### src/rtl/matmul_result_display_if.sv
// Result-set handshake between the 2x2 matrix-multiply stage and the
// display block.
//
// Handshake: a set {in_error, in_res} transfers on a rising clk edge where
// in_valid and in_ready are both 1. The source must hold in_valid, in_error
// and in_res steady until that edge. in_ready depends only on sink state,
// never on in_valid.
//
// Signals:
//   in_valid  source -> sink  result set presented this cycle
//   in_error  source -> sink  upstream range error for the presented set
//   in_res    source -> sink  {r22, r21, r12, r11}, 4 bits each, unsigned
//   in_ready  sink -> source  sink can accept a result set
interface matmul_result_display_if;
  logic        in_valid;
  logic        in_ready;
  logic        in_error;
  logic [15:0] in_res;

  modport master (
    output in_valid,
    output in_error,
    output in_res,
    input  in_ready
  );

  modport slave (
    input  in_valid,
    input  in_error,
    input  in_res,
    output in_ready
  );
endinterface

### src/rtl/matmul_result_display.sv
// Shows a 2x2 product matrix on one seven-segment digit. Each accepted set
// is shown as r11, r12, r21, r22, each held DWELL_CYCLES cycles and followed
// by GAP_CYCLES blank cycles. A set flagged with in_error shows 'E' for
// DWELL_CYCLES cycles instead. A dash is shown while idle.
//
// Ports:
//   clk        system clock
//   reset      synchronous, active-high reset
//   up         result-set handshake (slave side; in_ready is driven here)
//   seg_out    segments {g,f,e,d,c,b,a}, active-high, registered
//   dp_out     decimal point, set while r11 is shown, registered
//   idx_out    index of the element shown (0=r11 .. 3=r22), registered
//   busy       sequence in progress (inverse of in_ready), registered
//   dbg_state  current FSM state (0=IDLE, 1=SHOW, 2=GAP, 3=ERR)
module matmul_result_display #(
  parameter int unsigned DWELL_CYCLES = 1000,
  parameter int unsigned GAP_CYCLES   = 250,
  parameter int unsigned CNT_W        = 16
) (
  input  logic                          clk,
  input  logic                          reset,
  matmul_result_display_if.slave        up,
  output logic [6:0]                    seg_out,
  output logic                          dp_out,
  output logic [1:0]                    idx_out,
  output logic                          busy,
  output logic [1:0]                    dbg_state
);

  typedef enum logic [1:0] {
    IDLE = 2'd0,
    SHOW = 2'd1,
    GAP  = 2'd2,
    ERR  = 2'd3
  } state_t;

  localparam logic [6:0] SEG_DASH  = 7'h40;
  localparam logic [6:0] SEG_BLANK = 7'h00;
  localparam logic [6:0] SEG_E     = 7'h79;

  // Terminal counts; the state changes on the edge where the counter
  // equals these, so a state lasts exactly limit cycles.
  localparam logic [CNT_W-1:0] DWELL_LAST = CNT_W'(DWELL_CYCLES - 1);
  localparam logic [CNT_W-1:0] GAP_LAST   =
    CNT_W'((GAP_CYCLES > 0) ? (GAP_CYCLES - 1) : 0);
  localparam bit HAS_GAP = (GAP_CYCLES > 0);

  state_t           state_q, state_d;
  logic [CNT_W-1:0] cnt_q, cnt_d;
  logic [15:0]      cap_q, cap_d;
  logic [1:0]       idx_q, idx_d;
  logic [6:0]       seg_q, seg_d;
  logic             dp_q, dp_d;
  logic             ready_q, ready_d;
  logic             busy_q, busy_d;
  logic [3:0]       elem;

  function automatic logic [6:0] hex_seg(input logic [3:0] v);
    logic [6:0] s;
    case (v)
      4'h0: s = 7'h3F;
      4'h1: s = 7'h06;
      4'h2: s = 7'h5B;
      4'h3: s = 7'h4F;
      4'h4: s = 7'h66;
      4'h5: s = 7'h6D;
      4'h6: s = 7'h7D;
      4'h7: s = 7'h07;
      4'h8: s = 7'h7F;
      4'h9: s = 7'h6F;
      4'hA: s = 7'h77;
      4'hB: s = 7'h7C;
      4'hC: s = 7'h39;
      4'hD: s = 7'h5E;
      4'hE: s = 7'h79;
      default: s = 7'h71;
    endcase
    return s;
  endfunction

  // Next state, counter, index and capture.
  always_comb begin
    state_d = state_q;
    idx_d   = idx_q;
    cap_d   = cap_q;
    cnt_d   = cnt_q + CNT_W'(1);
    case (state_q)
      IDLE: begin
        cnt_d = '0;
        idx_d = 2'd0;
        // ready_q is 1 throughout IDLE, so in_valid alone marks a transfer.
        if (up.in_valid) begin
          cap_d   = up.in_res;
          state_d = up.in_error ? ERR : SHOW;
        end
      end
      SHOW: begin
        if (cnt_q == DWELL_LAST) begin
          cnt_d = '0;
          if (HAS_GAP) begin
            state_d = GAP;
          end else if (idx_q != 2'd3) begin
            idx_d = idx_q + 2'd1;
          end else begin
            state_d = IDLE;
            idx_d   = 2'd0;
          end
        end
      end
      GAP: begin
        if (cnt_q == GAP_LAST) begin
          cnt_d = '0;
          if (idx_q != 2'd3) begin
            state_d = SHOW;
            idx_d   = idx_q + 2'd1;
          end else begin
            state_d = IDLE;
            idx_d   = 2'd0;
          end
        end
      end
      ERR: begin
        idx_d = 2'd0;
        if (cnt_q == DWELL_LAST) begin
          cnt_d   = '0;
          state_d = IDLE;
        end
      end
      default: begin
        state_d = IDLE;
        cnt_d   = '0;
        idx_d   = 2'd0;
      end
    endcase
  end

  // Outputs are decoded from the next state so that, once registered, they
  // line up with the state they describe (one cycle after a capture edge).
  always_comb begin
    elem = 4'h0;
    case (idx_d)
      2'd0: elem = cap_d[3:0];
      2'd1: elem = cap_d[7:4];
      2'd2: elem = cap_d[11:8];
      default: elem = cap_d[15:12];
    endcase
  end

  always_comb begin
    seg_d   = SEG_DASH;
    dp_d    = 1'b0;
    ready_d = (state_d == IDLE);
    busy_d  = (state_d != IDLE);
    case (state_d)
      SHOW: begin
        seg_d = hex_seg(elem);
        dp_d  = (idx_d == 2'd0);
      end
      GAP:     seg_d = SEG_BLANK;
      ERR:     seg_d = SEG_E;
      default: seg_d = SEG_DASH;
    endcase
  end

  always_ff @(posedge clk) begin
    if (reset) begin
      state_q <= IDLE;
      cnt_q   <= '0;
      cap_q   <= '0;
      idx_q   <= 2'd0;
      seg_q   <= SEG_DASH;
      dp_q    <= 1'b0;
      ready_q <= 1'b1;
      busy_q  <= 1'b0;
    end else begin
      state_q <= state_d;
      cnt_q   <= cnt_d;
      cap_q   <= cap_d;
      idx_q   <= idx_d;
      seg_q   <= seg_d;
      dp_q    <= dp_d;
      ready_q <= ready_d;
      busy_q  <= busy_d;
    end
  end

  assign up.in_ready = ready_q;
  assign seg_out     = seg_q;
  assign dp_out      = dp_q;
  assign idx_out     = idx_q;
  assign busy        = busy_q;
  assign dbg_state   = state_q;

endmodule
### src/flat_wrapper.sv
// flat-port wrapper written by rule: the top's interface ports become plain ports
module matmul_result_display_flat 
#(
  parameter int unsigned DWELL_CYCLES = 1000,
  parameter int unsigned GAP_CYCLES   = 250,
  parameter int unsigned CNT_W        = 16
)
  (clk, reset, seg_out, dp_out, idx_out, busy, dbg_state, up_in_valid, up_in_error, up_in_res, up_in_ready);
  matmul_result_display_if up_i ();
  input  logic clk;
  input  logic reset;
  output logic [6:0] seg_out;
  output logic dp_out;
  output logic [1:0] idx_out;
  output logic busy;
  output logic [1:0] dbg_state;
  input wire logic [$bits(up_i.in_valid)-1:0] up_in_valid;
  input wire logic [$bits(up_i.in_error)-1:0] up_in_error;
  input wire logic [$bits(up_i.in_res)-1:0] up_in_res;
  output wire logic [$bits(up_i.in_ready)-1:0] up_in_ready;
  assign up_i.in_valid = up_in_valid;
  assign up_i.in_error = up_in_error;
  assign up_i.in_res = up_in_res;
  assign up_in_ready = up_i.in_ready;
  matmul_result_display #(.DWELL_CYCLES(DWELL_CYCLES), .GAP_CYCLES(GAP_CYCLES), .CNT_W(CNT_W)) u_core (.clk(clk), .reset(reset), .up(up_i), .seg_out(seg_out), .dp_out(dp_out), .idx_out(idx_out), .busy(busy), .dbg_state(dbg_state));
endmodule
### config.mk
export PLATFORM = sky130hd
export DESIGN_NAME = matmul_result_display_flat
export DESIGN_NICKNAME = d
export VERILOG_FILES = /design/src/rtl/matmul_result_display_if.sv /design/src/rtl/matmul_result_display.sv /design/src/flat_wrapper.sv
export SDC_FILE = /design/constraint.sdc
export NUM_CORES = 1
export LEC_CHECK = 0
export CAP_MARGIN = 20
export CORE_ASPECT_RATIO = 0.6
export CORE_MARGIN = 4
export CORE_UTILIZATION = 50
export CTS_BUF_LIST = sky130_fd_sc_hd__clkbuf_8
export DETAILED_ROUTE_END_ITERATION = 16
export GPL_TIMING_DRIVEN = 0
export PLACE_DENSITY = 0.86
export RECOVER_POWER = 25
export SYNTH_ARGS = -nofsm -noshare
export SYNTH_HDL_FRONTEND = slang
export SYNTH_SLANG_ARGS = --single-unit
### constraint.sdc
create_clock -name clk -period 4.5 [get_ports clk]
set_input_delay 0.9 -clock clk [delete_from_list [all_inputs] [get_ports clk]]
set_output_delay 0.9 -clock clk [all_outputs]
set_load 0.1 [all_outputs]
==> impl_results.md <==
- Number of detailed-routing iterations run before antenna repair: 4
- CTS tree: yes
- Number of synthesized register bits: 46
- Number of maximum-capacitance constraint violations: 0
- Data arrival time at the worst-slack endpoint: between 4 and 5 ns
- Final Hold Viols: 0
- TritonCTS Sinks: 46
- Residual antenna-violating net count after detailed routing: 0
- Die Area: 0.005907 mm^2
- Worst flop-to-flop path endpoint: u_core.seg_out[5]
- Hold Path Cell Cnt: 2
- Setup Skew: ~0.0082 ns
- Status: finished clean
- Actual transition at the worst max-transition pin: ~1 ns
- Latest clock arrival within the worst-skew pair: about 0.30 ns
- Fin cells: 380
- Core area: roughly 0.0046 mm^2
- Post-synth cell types: 53
- Worst setup SP type: input port
- Inst Count DP: between 300 and 400
- Hold buffer count at cts: 0
- # DRC: 0
- Total power divided by cell area: ~350 mW/mm^2
- Count of instances resized after the clock tree is built: 0
- Sum of overflow across all layers after global routing: 0
- Library cell with the largest summed area after synthesis: sky130_fd_sc_hd__dfxtp_1
- Leading cell types by total area after synthesis: sky130_fd_sc_hd__dfxtp_1 39%, sky130_fd_sc_hd__nor2_1 6.4%, sky130_fd_sc_hd__nand2_1 4.9%
- Wirelength per Cell: roughly 15 um
- Leakage power of the design: around 0.0011 uW
- Path depth of the worst reg2reg path: 11
- Summed negative setup slack over all endpoints: 0 ns
- Number of fill cells: approximately 400
- Critical path endpoint category: register
- Horizontal die dimension: roughly 97 um
- Mean instance size in the synthesized netlist: approximately 8.5 um^2
- Crit-path max FO: 7
- Worst Setup Slack post-DPL: 0.2696 ns
- Synth top cells by count: 46 x sky130_fd_sc_hd__dfxtp_1, 40 x sky130_fd_sc_hd__nor2_1, 31 x sky130_fd_sc_hd__nand2_1
- Total design power: ~1000 uW
- Proportion of layout cells with a drive suffix above 1: 0.08517
- Terminating pin of the worst hold path: u_core.cap_q[11]
- Crit path setup slack, layout: about 0.42 ns
- Fin. max-slew vios: 0
- EDFF count, synth: 0
- HPWL after detailed placement: approximately 4.2 mm
- Data required time of the worst path: 4.72 ns
- Post-detailed-routing wire length: approximately 5.7 mm
- Number of antenna cells inserted: 0
- Area share of the largest cell type after synthesis: 0.3911
- CTS Buf Count: 5
- First-pass GRT wire length: 9.273 mm
- Max Buffers Root-to-Sink: 2
- Via-to-Cell Ratio: between 5 and 6
- Post-Synthesis Net Count: between 300 and 400
- Most instantiated library cell after synthesis: sky130_fd_sc_hd__dfxtp_1
- Slew margin rel.: 0.3423
- Predominant post-synthesis flop cell: sky130_fd_sc_hd__dfxtp_1
- Setup repair after global routing missed its margin: no
- Gate count after technology mapping: ~280
- Initial Util: 0.5159
- Share of synthesized area occupied by flip-flops and latches: 0.3911
- P&R area growth vs syn: 21.04%
- Vias: ~2200
- Share of flip-flops with an asynchronous set or reset: 0
- Startpoint of the lowest-slack register-to-register path: u_core.cnt_q[13]
- Classification of the worst setup path: input port to register
- Final setup violation count: 0
- # port buffers: 33
- Period Utilization, post-route: 0.9070
- Post-synth design cell area: 0.002355 mm^2
- Number of DRC violations after detailed-routing iteration 0: between 150 and 200
- Maximum ir drop on the vdd rail: 0.2703 mV
- Initial antenna violation count: 0
- Setup slack, reg-to-reg: 0.76 ns
- Nets: ~340
- Tightest Hold Check Type: register to register
- All-layer global routing usage: 0.2023
- Core utilization of the finished layout: 0.6245
- Vias in the first global route: 2006
- Yosys Warn Count: 0
- Highest attainable clock frequency: 0.2450 GHz
- Min Tclk post-route: 4.082 ns
- Library cell used as clock root buffer: sky130_fd_sc_hd__clkbuf_8
- Pin count of the biggest net entering global routing: 14
- Clk slew on worst S/H paths: ~0.080 ns
- Row cnt: 19
- Routability cong.: around 0.91
- Maximum level of the CTS H-tree: 2
- Launch instance of the worst min-delay path: u_core.cap_q[11]
- I/O pin cnt: 34
- Die Height: between 60 and 70 um
- Setup Fix Bufs, Post-CTS: 0
[area by class of cell]
class | instances | area (um^2) | area share
multi-input cells | 212 | 1336 | 0.4688
flip-flops and latches | 46 | 920.9 | 0.3231
repair buffers | 33 | 330.3 | 0.1159
well taps | 63 | 78.83 | 0.02766
clock buffers | 5 | 68.82 | 0.02414
plain buffers | 9 | 43.79 | 0.01536
clock inverters | 3 | 37.54 | 0.01317
inverters | 9 | 33.78 | 0.01185
[layout by cell type (no fill, tap or decap), types with 3 or more instances in the layout]
| cell | count |
|---|---|
| sky130_fd_sc_hd__dfxtp_1 | 46 |
| sky130_fd_sc_hd__nor2_1 | 40 |
| sky130_fd_sc_hd__clkdlybuf4s50_1 | 32 |
| sky130_fd_sc_hd__nand2_1 | 31 |
| sky130_fd_sc_hd__nand3_1 | 18 |
| sky130_fd_sc_hd__a21oi_1 | 17 |
| sky130_fd_sc_hd__inv_1 | 10 |
| sky130_fd_sc_hd__xor2_1 | 9 |
| sky130_fd_sc_hd__mux2i_1 | 8 |
| sky130_fd_sc_hd__nand4_1 | 7 |
| sky130_fd_sc_hd__clkbuf_1 | 7 |
| sky130_fd_sc_hd__ha_1 | 7 |
| sky130_fd_sc_hd__clkbuf_8 | 6 |
| sky130_fd_sc_hd__o21ai_0 | 6 |
| sky130_fd_sc_hd__and3_1 | 5 |
| sky130_fd_sc_hd__nor3_1 | 5 |
| sky130_fd_sc_hd__xnor2_1 | 5 |
| sky130_fd_sc_hd__nand2b_1 | 4 |
| sky130_fd_sc_hd__a211oi_1 | 4 |
| sky130_fd_sc_hd__a31oi_1 | 4 |
| sky130_fd_sc_hd__nor4_1 | 3 |
[logic make-up (layout without fill, tap and decap cells)]
logic type,after synthesis,count (layout),share of synthesized area
buffers and inverters,18,59,0.03720
XOR/XNOR,14,14,0.05207
flip-flops,46,46,0.3911
AO/OA/AOI/OAI,56,56,0.1754
multiplexers,10,10,0.04516
AND/OR/NAND/NOR,125,125,0.2620
adder cells (fa/ha/maj),7,7,0.03719
[stage by stage]
stage / hold WS [ns] / cell area (um^2)
after floorplan: 0.4329 / 2355
after global placement: 0.4446 / 2764
after detailed placement: 0.4475 / 2764
after CTS: 0.4597 / 2870
after global routing: 0.4860 / 2850
final: 0.4623 / 2850
[sequential cells by signal (all words and copies together) (netlist names)]
signal / flops
u_core.cap_q: 16
u_core.busy: 1
u_core.cnt_q: 16
u_core.idx_out: 2
u_core.up.in_ready: 1
u_core.dp_out: 1
u_core.dbg_state: 2
u_core.seg_out: 7
[worst max-delay path, stage by stage]
cell and delay (ns):
sky130_fd_sc_hd__dlygate4sd3_1 0.59, sky130_fd_sc_hd__nor3b_1 0.20, sky130_fd_sc_hd__clkbuf_1 0.42, sky130_fd_sc_hd__mux2i_1 0.35, sky130_fd_sc_hd__a31oi_1 0.08, sky130_fd_sc_hd__mux2_2 0.29
sky130_fd_sc_hd__nor4_1 0.39, sky130_fd_sc_hd__a31o_2 0.26, sky130_fd_sc_hd__inv_1 0.13, sky130_fd_sc_hd__ha_1 0.26, sky130_fd_sc_hd__inv_1 0.10, sky130_fd_sc_hd__o221ai_1 0.14
sky130_fd_sc_hd__a21oi_1 0.19
[metal layers]
| layer | global-route usage | wire (um) | up-vias |
|---|---|---|---|
| met4 | 0.05190 | 67 | 0 |
| met1 | 0.2885 | 2811 | 1021 |
| li1 | - | - | 1063 |
| met5 | 0 | 0 | - |
| met2 | 0.3059 | 2335 | 91 |
| met3 | 0.05495 | 464 | 13 |
[report_power, final]
part           total (uW)  leakage [uW]  internal, uW  switching [uW]
combinational         269      0.000642          83.8             185
clock                 295     0.0000607           162             133
sequential            440      0.000376           430            10.1
[worst max-delay path by stage]
| stage | start | endpoint |
|---|---|---|
| 3_5_place_dp | up_in_valid | u_core.seg_out[5] |
| 3_3_place_gp | up_in_valid | u_core.seg_out[3] |
| 4_1_cts | up_in_valid | u_core.seg_out[5] |
| 5_1_grt | up_in_valid | u_core.seg_out[0] |
| 2_1_floorplan | u_core.dbg_state[0] | u_core.seg_out[3] |
| 6_report | up_in_valid | u_core.seg_out[5] |
Power figures use the tool's default switching activity.
==> variant, RTL diff (same settings) <==
Remove the register `seg_q`: a continuous assignment takes its place, so the output `seg_out` follows one clock earlier.
--- a/src/rtl/matmul_result_display.sv
+++ b/src/rtl/matmul_result_display.sv
@@ -168,7 +168,6 @@
       cnt_q   <= '0;
       cap_q   <= '0;
       idx_q   <= 2'd0;
-      seg_q   <= SEG_DASH;
       dp_q    <= 1'b0;
       ready_q <= 1'b1;
       busy_q  <= 1'b0;
@@ -177,12 +176,13 @@
       cnt_q   <= cnt_d;
       cap_q   <= cap_d;
       idx_q   <= idx_d;
-      seg_q   <= seg_d;
       dp_q    <= dp_d;
       ready_q <= ready_d;
       busy_q  <= busy_d;
     end
   end
+
+  assign seg_q = seg_d;
 
   assign up.in_ready = ready_q;
   assign seg_out     = seg_q;
Formal check against the unedited RTL: not equivalent (a bounded check fails within 4 cycles, from zero or initial values and one cycle with reset high).
==> variant against the original RTL <==
  * Cell area shrank 5.0%
  * Fmax shrank 5.1%
  * Sequential cell count shrank 7
  * Wire length shrank 6.8%
  * Largest cell class unchanged
  * Setup slack worse by 0.22 ns
  * Synthesized area fell by 11%
  * Critical path type is now reg2out
  * Power rose by 6.3%
==> variant: results <==
group,metric,value,unit
critical_path,critPathLaunch,"u_core.cnt_q[0]",
cells_and_area,seqCellArea,783,um2
cells_and_area,non_clock_buffer_area_share,0.153,
cells_and_area,n_fill_cell,311,
critical_path,crit-reg2reg-capture,"u_core.up.in_ready",
synth,yosys-top-cells-area,"sky130_fd_sc_hd__dfxtp_1, sky130_fd_sc_hd__mux2i_1, sky130_fd_sc_hd__nand2_1, sky130_fd_sc_hd__nor2_1, sky130_fd_sc_hd__ha_1",
timing,hold_slack,0.459,ns
synth,synth_cell_types,51,
cells_and_area,nonClockInverterCount,5,
detailed_routing,drt_wl_total,5290,um
detailed_routing,initialDrtViolationCount,165,
die,tap_cells,57,
detailed_routing,dr_total_vias,1940,
run_status,run_status,"finished, final reports clean",
clock_network,cts.sink_count,39,
place,placement.cell_area,2550,um2
cells_and_area,non_filler_cells_in_the_finished_layout,344,
cells_and_area,final_nets,313,
cells_and_area,nonClockBufferCount,45,
critical_path,cp_max_fo,10,
place,pre_cts_ws,-1.07,ns
place,placed_cells,334,
cells_and_area,multi_input_comb_area,1340,um2
place,gp_congestion,0.877,
critical_path,worst-endpoint-arrival,3.40,ns
timing,shortest_clock_period_the_worst_path_allows_after_layout,4.30,ns
synth,synth_sequential_area_ratio,0.374,
min_path,hold_path_startpoint,"u_core.cap_q[7]",
global_route,grt_start_max_net_pins,13,
cells_and_area,layout.clock.cell_area_share,0.0314,
cells_and_area,final_design_area_no_fill,2710,um2
critical_path,reg2reg_depth,8,
synth,syn_avg_cell_area,8.56,um2
synth,synth_nets,271,
global_route,grt_pass1_wl,8430,um
synth,synth_largest_type_area_fraction,0.374,
critical_path,r2r_slack,2.15,ns
critical_path,crit_end,"seg_out[2]",
place,dp_hpwl,3770,um
cells_and_area,post_route_cells_drive_above_1_share,0.174,
global_route,first_global_vias,1807,
timing,worst_slew_pin_slew,0.977,ns
==> variant: power breakdown <==
group          internal [W]  leakage (nW)  switching [W]
Clock              0.000106        0.0453       0.000131
Combinational      0.000139         0.614       0.000317
Sequential         0.000365         0.319     0.00000924
Total              0.000610         0.978       0.000457
==> variant: worst max-delay path: stages, from the launching register on <==
cell and delay, ns:
sky130_fd_sc_hd__dfxtp_1 0.38, sky130_fd_sc_hd__ha_1 0.17, sky130_fd_sc_hd__nor4b_4 0.24, sky130_fd_sc_hd__nand4_4 0.19, sky130_fd_sc_hd__mux2i_2 0.30, sky130_fd_sc_hd__buf_6 0.21, sky130_fd_sc_hd__mux2i_1 0.27, sky130_fd_sc_hd__mux2i_2 0.17
sky130_fd_sc_hd__buf_4 0.17, sky130_fd_sc_hd__ha_1 0.17, sky130_fd_sc_hd__nand2_1 0.09, sky130_fd_sc_hd__o22ai_1 0.09, sky130_fd_sc_hd__nor2_2 0.08, sky130_fd_sc_hd__clkdlybuf4s15_2 0.55
==> variant: routing by layer <==
layer	vias to the layer above	GRT usage	share of wire
li1	932	-	-
met1	909	0.283	0.49
met2	87	0.298	0.41
met3	12	0.0493	0.080
met4	0	0.0622	0.019
met5	-	0	0
==> variant: kinds of logic (layout without fill, tap and decap cells) <==
group / count (synthesis) / after routing / synth area share
DFF: 39 / 39 / 0.374
adders and majority gates: 7 / 7 / 0.0419
muxes: 19 / 19 / 0.0952
buffers and inverters: 15 / 58 / 0.0365
and+or+nand+nor: 111 / 111 / 0.275
AOI/OAI and AO/OA: 40 / 40 / 0.123
xor gates and xnor gates: 13 / 13 / 0.0545
==> variant: what timing repair did <==
action / CTS / global route
hold buffers: 0 / 0
resized for setup: 47 / 9
endpoints found under the hold margin: 0 / 0
endpoints found under the setup margin: 7 / 7
setup buffers: 1 / 1
